--- src/rtl/perm_stream_ctrl.sv ---
// Sequencer for the permutation generator: reset it once, let it mix, snapshot the
// packed permutation, stream it element by element, repeat for the requested count.
module perm_stream_ctrl #(
    parameter int N_ELEM = 16,
    parameter int ELEM_W = 4,
    parameter int SETTLE = 16
) (
    input  logic                       clk,
    input  logic                       rst,
    input  logic                       start,
    input  logic [7:0]                 num_perms,
    output logic                       gen_rst,
    input  logic [N_ELEM*ELEM_W-1:0]   seq_all,
    output logic [ELEM_W-1:0]          out_data,
    output logic                       out_valid,
    input  logic                       out_ready,
    output logic                       out_last,
    output logic                       busy,
    output logic                       done,
    output logic                       perm_err
);

    // state     | meaning
    // S_IDLE    | waiting for start
    // S_GEN_RST | generator held in reset for one cycle
    // S_SETTLE  | generator free-runs for SETTLE cycles
    // S_CAPTURE | snapshot seq_all and run the duplicate check
    // S_STREAM  | hand out one element per handshake
    // S_DONE    | one-cycle done pulse
    localparam logic [2:0] S_IDLE    = 3'd0;
    localparam logic [2:0] S_GEN_RST = 3'd1;
    localparam logic [2:0] S_SETTLE  = 3'd2;
    localparam logic [2:0] S_CAPTURE = 3'd3;
    localparam logic [2:0] S_STREAM  = 3'd4;
    localparam logic [2:0] S_DONE    = 3'd5;

    localparam int SEQ_W = N_ELEM * ELEM_W;
    localparam int IDX_W = (N_ELEM > 1) ? $clog2(N_ELEM) : 1;
    localparam int CNT_W = (SETTLE > 1) ? $clog2(SETTLE) : 1;

    localparam logic [IDX_W-1:0] LAST_IDX    = IDX_W'(N_ELEM - 1);
    localparam logic [IDX_W-1:0] IDX_ONE     = IDX_W'(1);
    localparam logic [CNT_W-1:0] SETTLE_LOAD = CNT_W'(SETTLE - 1);
    localparam logic [CNT_W-1:0] CNT_ONE     = CNT_W'(1);

    logic [2:0]        state_q, state_d;
    logic [7:0]        rem_q, rem_d;
    logic [CNT_W-1:0]  settle_cnt_q, settle_cnt_d;
    logic [IDX_W-1:0]  elem_idx_q, elem_idx_d;
    logic [SEQ_W-1:0]  snap_q, snap_d;

    logic              gen_rst_q, gen_rst_d;
    logic [ELEM_W-1:0] out_data_q, out_data_d;
    logic              out_valid_q, out_valid_d;
    logic              out_last_q, out_last_d;
    logic              busy_q, busy_d;
    logic              done_q, done_d;
    logic              perm_err_q, perm_err_d;

    logic              dup_found;
    logic              xfer;
    logic [ELEM_W-1:0] snap_elems [N_ELEM];

    // Pairwise compare of every element against every later one.
    always_comb begin
        dup_found = 1'b0;
        for (int i = 0; i < N_ELEM; i++) begin
            for (int j = i + 1; j < N_ELEM; j++) begin
                if (seq_all[i*ELEM_W +: ELEM_W] == seq_all[j*ELEM_W +: ELEM_W]) begin
                    dup_found = 1'b1;
                end
            end
        end
    end

    assign xfer = out_valid_q && out_ready;

    always_comb begin
        state_d      = state_q;
        rem_d        = rem_q;
        settle_cnt_d = settle_cnt_q;
        elem_idx_d   = elem_idx_q;
        snap_d       = snap_q;
        perm_err_d   = perm_err_q;

        case (state_q)
            S_IDLE: begin
                if (start) begin
                    rem_d      = num_perms;
                    perm_err_d = 1'b0;
                    state_d    = (num_perms == 8'd0) ? S_DONE : S_GEN_RST;
                end
            end
            S_GEN_RST: begin
                settle_cnt_d = SETTLE_LOAD;
                state_d      = S_SETTLE;
            end
            S_SETTLE: begin
                if (settle_cnt_q == '0) begin
                    state_d = S_CAPTURE;
                end else begin
                    settle_cnt_d = settle_cnt_q - CNT_ONE;
                end
            end
            S_CAPTURE: begin
                snap_d     = seq_all;
                elem_idx_d = '0;
                if (dup_found) begin
                    perm_err_d = 1'b1;
                end
                state_d = S_STREAM;
            end
            S_STREAM: begin
                if (xfer) begin
                    if (elem_idx_q == LAST_IDX) begin
                        rem_d      = rem_q - 8'd1;
                        elem_idx_d = '0;
                        if (rem_d == 8'd0) begin
                            state_d = S_DONE;
                        end else begin
                            // Later permutations keep the generator running; no second reset.
                            settle_cnt_d = SETTLE_LOAD;
                            state_d      = S_SETTLE;
                        end
                    end else begin
                        elem_idx_d = elem_idx_q + IDX_ONE;
                    end
                end
            end
            S_DONE: begin
                state_d = S_IDLE;
            end
            default: begin
                state_d = S_IDLE;
            end
        endcase
    end

    always_comb begin
        for (int i = 0; i < N_ELEM; i++) begin
            snap_elems[i] = snap_d[i*ELEM_W +: ELEM_W];
        end
    end

    // Outputs are registered copies of what the next state will present.
    always_comb begin
        gen_rst_d   = (state_d == S_GEN_RST);
        out_valid_d = (state_d == S_STREAM);
        out_last_d  = out_valid_d && (elem_idx_d == LAST_IDX);
        out_data_d  = out_valid_d ? snap_elems[elem_idx_d] : '0;
        busy_d      = (state_d != S_IDLE);
        done_d      = (state_d == S_DONE);
    end

    always_ff @(posedge clk) begin
        if (rst) begin
            state_q      <= S_IDLE;
            rem_q        <= '0;
            settle_cnt_q <= '0;
            elem_idx_q   <= '0;
            snap_q       <= '0;
            gen_rst_q    <= 1'b0;
            out_data_q   <= '0;
            out_valid_q  <= 1'b0;
            out_last_q   <= 1'b0;
            busy_q       <= 1'b0;
            done_q       <= 1'b0;
            perm_err_q   <= 1'b0;
        end else begin
            state_q      <= state_d;
            rem_q        <= rem_d;
            settle_cnt_q <= settle_cnt_d;
            elem_idx_q   <= elem_idx_d;
            snap_q       <= snap_d;
            gen_rst_q    <= gen_rst_d;
            out_data_q   <= out_data_d;
            out_valid_q  <= out_valid_d;
            out_last_q   <= out_last_d;
            busy_q       <= busy_d;
            done_q       <= done_d;
            perm_err_q   <= perm_err_d;
        end
    end

    assign gen_rst   = gen_rst_q;
    assign out_data  = out_data_q;
    assign out_valid = out_valid_q;
    assign out_last  = out_last_q;
    assign busy      = busy_q;
    assign done      = done_q;
    assign perm_err  = perm_err_q;

endmodule

--- config.mk ---
export PLATFORM = sky130hd
export DESIGN_NAME = perm_stream_ctrl
export DESIGN_NICKNAME = d
export VERILOG_FILES = /design/src/rtl/perm_stream_ctrl.sv
export SDC_FILE = /design/constraint.sdc
export NUM_CORES = 1
export LEC_CHECK = 0
export CORE_AREA = 2 2 155 126
export CTS_BUF_LIST = sky130_fd_sc_hd__clkbuf_8 sky130_fd_sc_hd__clkbuf_16
export DETAILED_ROUTE_END_ITERATION = 8
export DIE_AREA = 0 0 157 128
export PLACE_DENSITY = 0.74
export SYNTH_ARGS = -nofsm -noshare
export SYNTH_HDL_FRONTEND = slang
export SYNTH_SLANG_ARGS = --single-unit
--- constraint.sdc ---
create_clock -name clk -period 2.43 [get_ports clk]
set_input_delay 0.3645 -clock clk [delete_from_list [all_inputs] [get_ports clk]]
set_output_delay 0.3645 -clock clk [all_outputs]
set_load 0.02 [all_outputs]
==> metrics.md <==
| Metric | Value |
|---|---|
| Status | `finished with violations` |
| Violated checks | `setup timing` |
| Yosys warnings | `0` |
| CP Data Required Time | `2.66 ns` |
| Placeable Area | `0.0186 mm²` |
| Via count | `11,500` |
| Post-Synthesis Cell Area | `0.0101 mm²` |
| Syn Area/Cell | `7.63 µm²` |
| # IOs | `86` |
| MaxCap Viol Count | `0` |
| FF-to-FF Start | `state_q[2]` |
| Relative max-transition margin | `52.3%` |
| Worst-path clk slew | `0.08 ns` |
| WS Path Type | `in -> reg` |
| Vias in the first global route | `10,500` |
| Post-synthesis sequential area ratio | `18.5%` |
| Vert. Die Dim | `128 µm` |
| Peak Freq | `378 MHz` |
| Die area | `0.0201 mm²` |
| Worst hold path class | `in -> reg` |
| Detail Placement HPWL | `26.9 mm` |
| Crit path max fanout | `7` |
| Syn Inst Count | `1,318` |
| CP startpoint | `seq_all[52]` |
| TritonRoute pass-1 iters | `8` |
| FF+latch area | `0.00187 mm²` |
| Area Growth Syn to Fin | `41.7%` |
| First-pass GRT wire length | `56.8 mm` |
| Worst-Margin Slew | `0.709 ns` |
| Synth Flop Type | `dfxtp_1` |
| Largest net degree at the start of global routing | `76` |
| WP data arrival | `2.88 ns` |
| Clk_skew | `0.00983 ns` |
| Slew Limit Fails | `0` |
| Area of the multi-input gates | `0.00744 mm²` |
| Worst R2R Path Depth | `8` |
| Post-synthesis register bit count | `93` |
| Async set-reset flop share out of synthesis | `0%` |
| Starting density of the core | `53.9%` |
| Post-route DRC violation count | `0` |
| Core Rows | `45` |
| Fin area | `0.0142 mm²` |
| DR WL/cell | `22.0 µm` |
| DRT antenna net count | `0` |
| Post-synth EDFFs | `0` |
| CP Launch Type | `input pin` |
| Layout cells sized above 1 | `22.8%` |
| TritonCTS buffer count | `9` |
| Via density | `6.27` |
| Most common cell in the synthesized netlist | `xnor2_1` |
| Crit share post-route | `109%` |
| Max clock buf depth | `2` |
| Synth Net Count | `1,398` |
| Global-route usage over all layers | `36.3%` |
| Dpl cell area | `0.0133 mm²` |
| GRT overflow | `0` |
| Synth area leader | `xnor2_1` |
| PwrDens | `388 mW/mm²` |
| Clk sinks | `93` |
| Reg-to-reg setup timing slack | `0.07 ns` |
| Synth top area cells | `xnor2_1, dfxtp_1, xor2_1` |
| Yosys top cell area share | `29.0%` |
| Top cells by count, synth | `xnor2_1, nand2_1, xor2_1` |
| Port Buf Inserts | `85` |
| Final core area utilization | `76.4%` |
| Hold Path Stages | `2` |
| RePlAce Congestion | `1.03` |
| Slack of the critical path | `-0.216 ns` |
| Min-delay src | `rst` |
| Netlist cell types | `51` |
| Setup Viol. Count Final | `1` |
| Clock root buffer | `clkbuf_16` |
| Tmin final | `2.65 ns` |
| Final hold vios | `0` |
| # diodes | `0` |
| Clock latency on the worst-skew pair | `0.35 ns` |
| Die Wd | `157 µm` |
| P_leak | `5.39 nW` |
| Tot Pwr | `5.52 mW` |
| DRT iter0 DRCs | `1,608` |
| Drt total wl | `40.4 mm` |
| TritonCTS clock tree | `built` |
| H-tree depth | `3` |
| Initial antenna violation count | `0` |
| Critical Path Sink Type | `flip-flop` |
| Peak VDD IR | `0.332 mV` |
| Fill cells | `1,115` |
| Final nets | `1,653` |
-- worst paths after layout --
path	to
max reg2reg	out_data[2]
max	perm_err
min	elem_idx_q[1]
min reg2reg	snap_q[53]
-- per-layer routing --
layer | up-vias | routed length, µm | global-route usage (%)
li1 | 4928 | - | -
met1 | 5380 | 14900 | 47.7
met2 | 923 | 17500 | 56.1
met3 | 289 | 5430 | 8.59
met4 | 0 | 2550 | 17.2
met5 | - | 0 | 0
-- area by class of cell --
class,count,share of cell area (%)
clock inverter,7,0.448
sequential,93,13.1
tap,258,2.27
timing repair buffer,407,30.2
clock buffer,9,1.58
inverter,7,0.184
multi-input combinational,1055,52.2
-- critical path: stages --
cell             delay (ns)
clkdlybuf4s50_1        0.47
buf_6                  0.17
buf_4                  0.14
xnor2_1                0.06
nand4_1                0.17
nand4_1                0.20
nor4_1                 0.57
nand4_1                0.24
o41ai_2                0.38
a21oi_1                0.11
-- repair_timing --
action | CTS | global route
setup buffers | 0 | 71
hold buffers | 0 | 0
pin swaps | 3 | 13
resized for setup | 4 | 37
endpoints found under the setup margin | 3 | 9
-- report_power, final --
part,leakage (nW),switching [mW],internal (mW)
registers,0.754,0.0487,1.58
logic,4.49,1.27,1.24
clock network,0.142,0.668,0.721
-- placed cells by master, fill, tap and decap left out, drive strengths merged, types with 4 or more instances in the layout --
cell           instances
a21oi                 88
a31oi                  4
a32oi                  8
buf                  323
clkbuf                 9
clkdlybuf4s50         68
dfxtp                 93
dlymetal6s2s          15
ha                     4
inv                   12
mux2i                 14
nand2                180
nand2b                 4
nand3                  8
nand4                110
nand4b                 4
nor2                  28
nor3                   8
nor4                  50
o2111ai                4
o211ai                 7
o21ai                 11
o41ai                  7
xnor2                333
xor2                 149
-- state kept, by name (all words and copies together) (netlist names) --
register / flops
out_data: 4
perm_err: 1
out_last: 1
rem_q: 8
done: 1
elem_idx_q: 4
out_valid: 1
gen_rst: 1
busy: 1
snap_q: 64
state_q: 3
settle_cnt_q: 4
-- stage by stage --
stage	TNS, ns	instances	hold slack (ns)	setup WS [ns]
after floorplan	0	1318	0.432	0.234
after global placement	-0.639	1751	0.443	-0.435
after detailed placement	-0.993	1751	0.446	-0.590
after CTS	0	1767	0.379	0.00124
after global routing	-0.198	1836	0.401	-0.195
final	-0.216	1836	0.393	-0.216
-- logic make-up (layout without fill, tap and decap cells) --
| group | Yosys count | after routing | share of synthesized area, % |
|---|---|---|---|
| adders and majority gates | 4 | 4 | 0.498 |
| xor gates and xnor gates | 482 | 482 | 42.0 |
| muxes | 14 | 14 | 1.39 |
| DFF | 93 | 93 | 18.5 |
| AOI/OAI and AO/OA | 144 | 144 | 8.61 |
| and+or+nand+nor | 411 | 411 | 20.9 |
| buffers and inverters | 170 | 430 | 8.03 |
(Power assumes the default switching activity.)
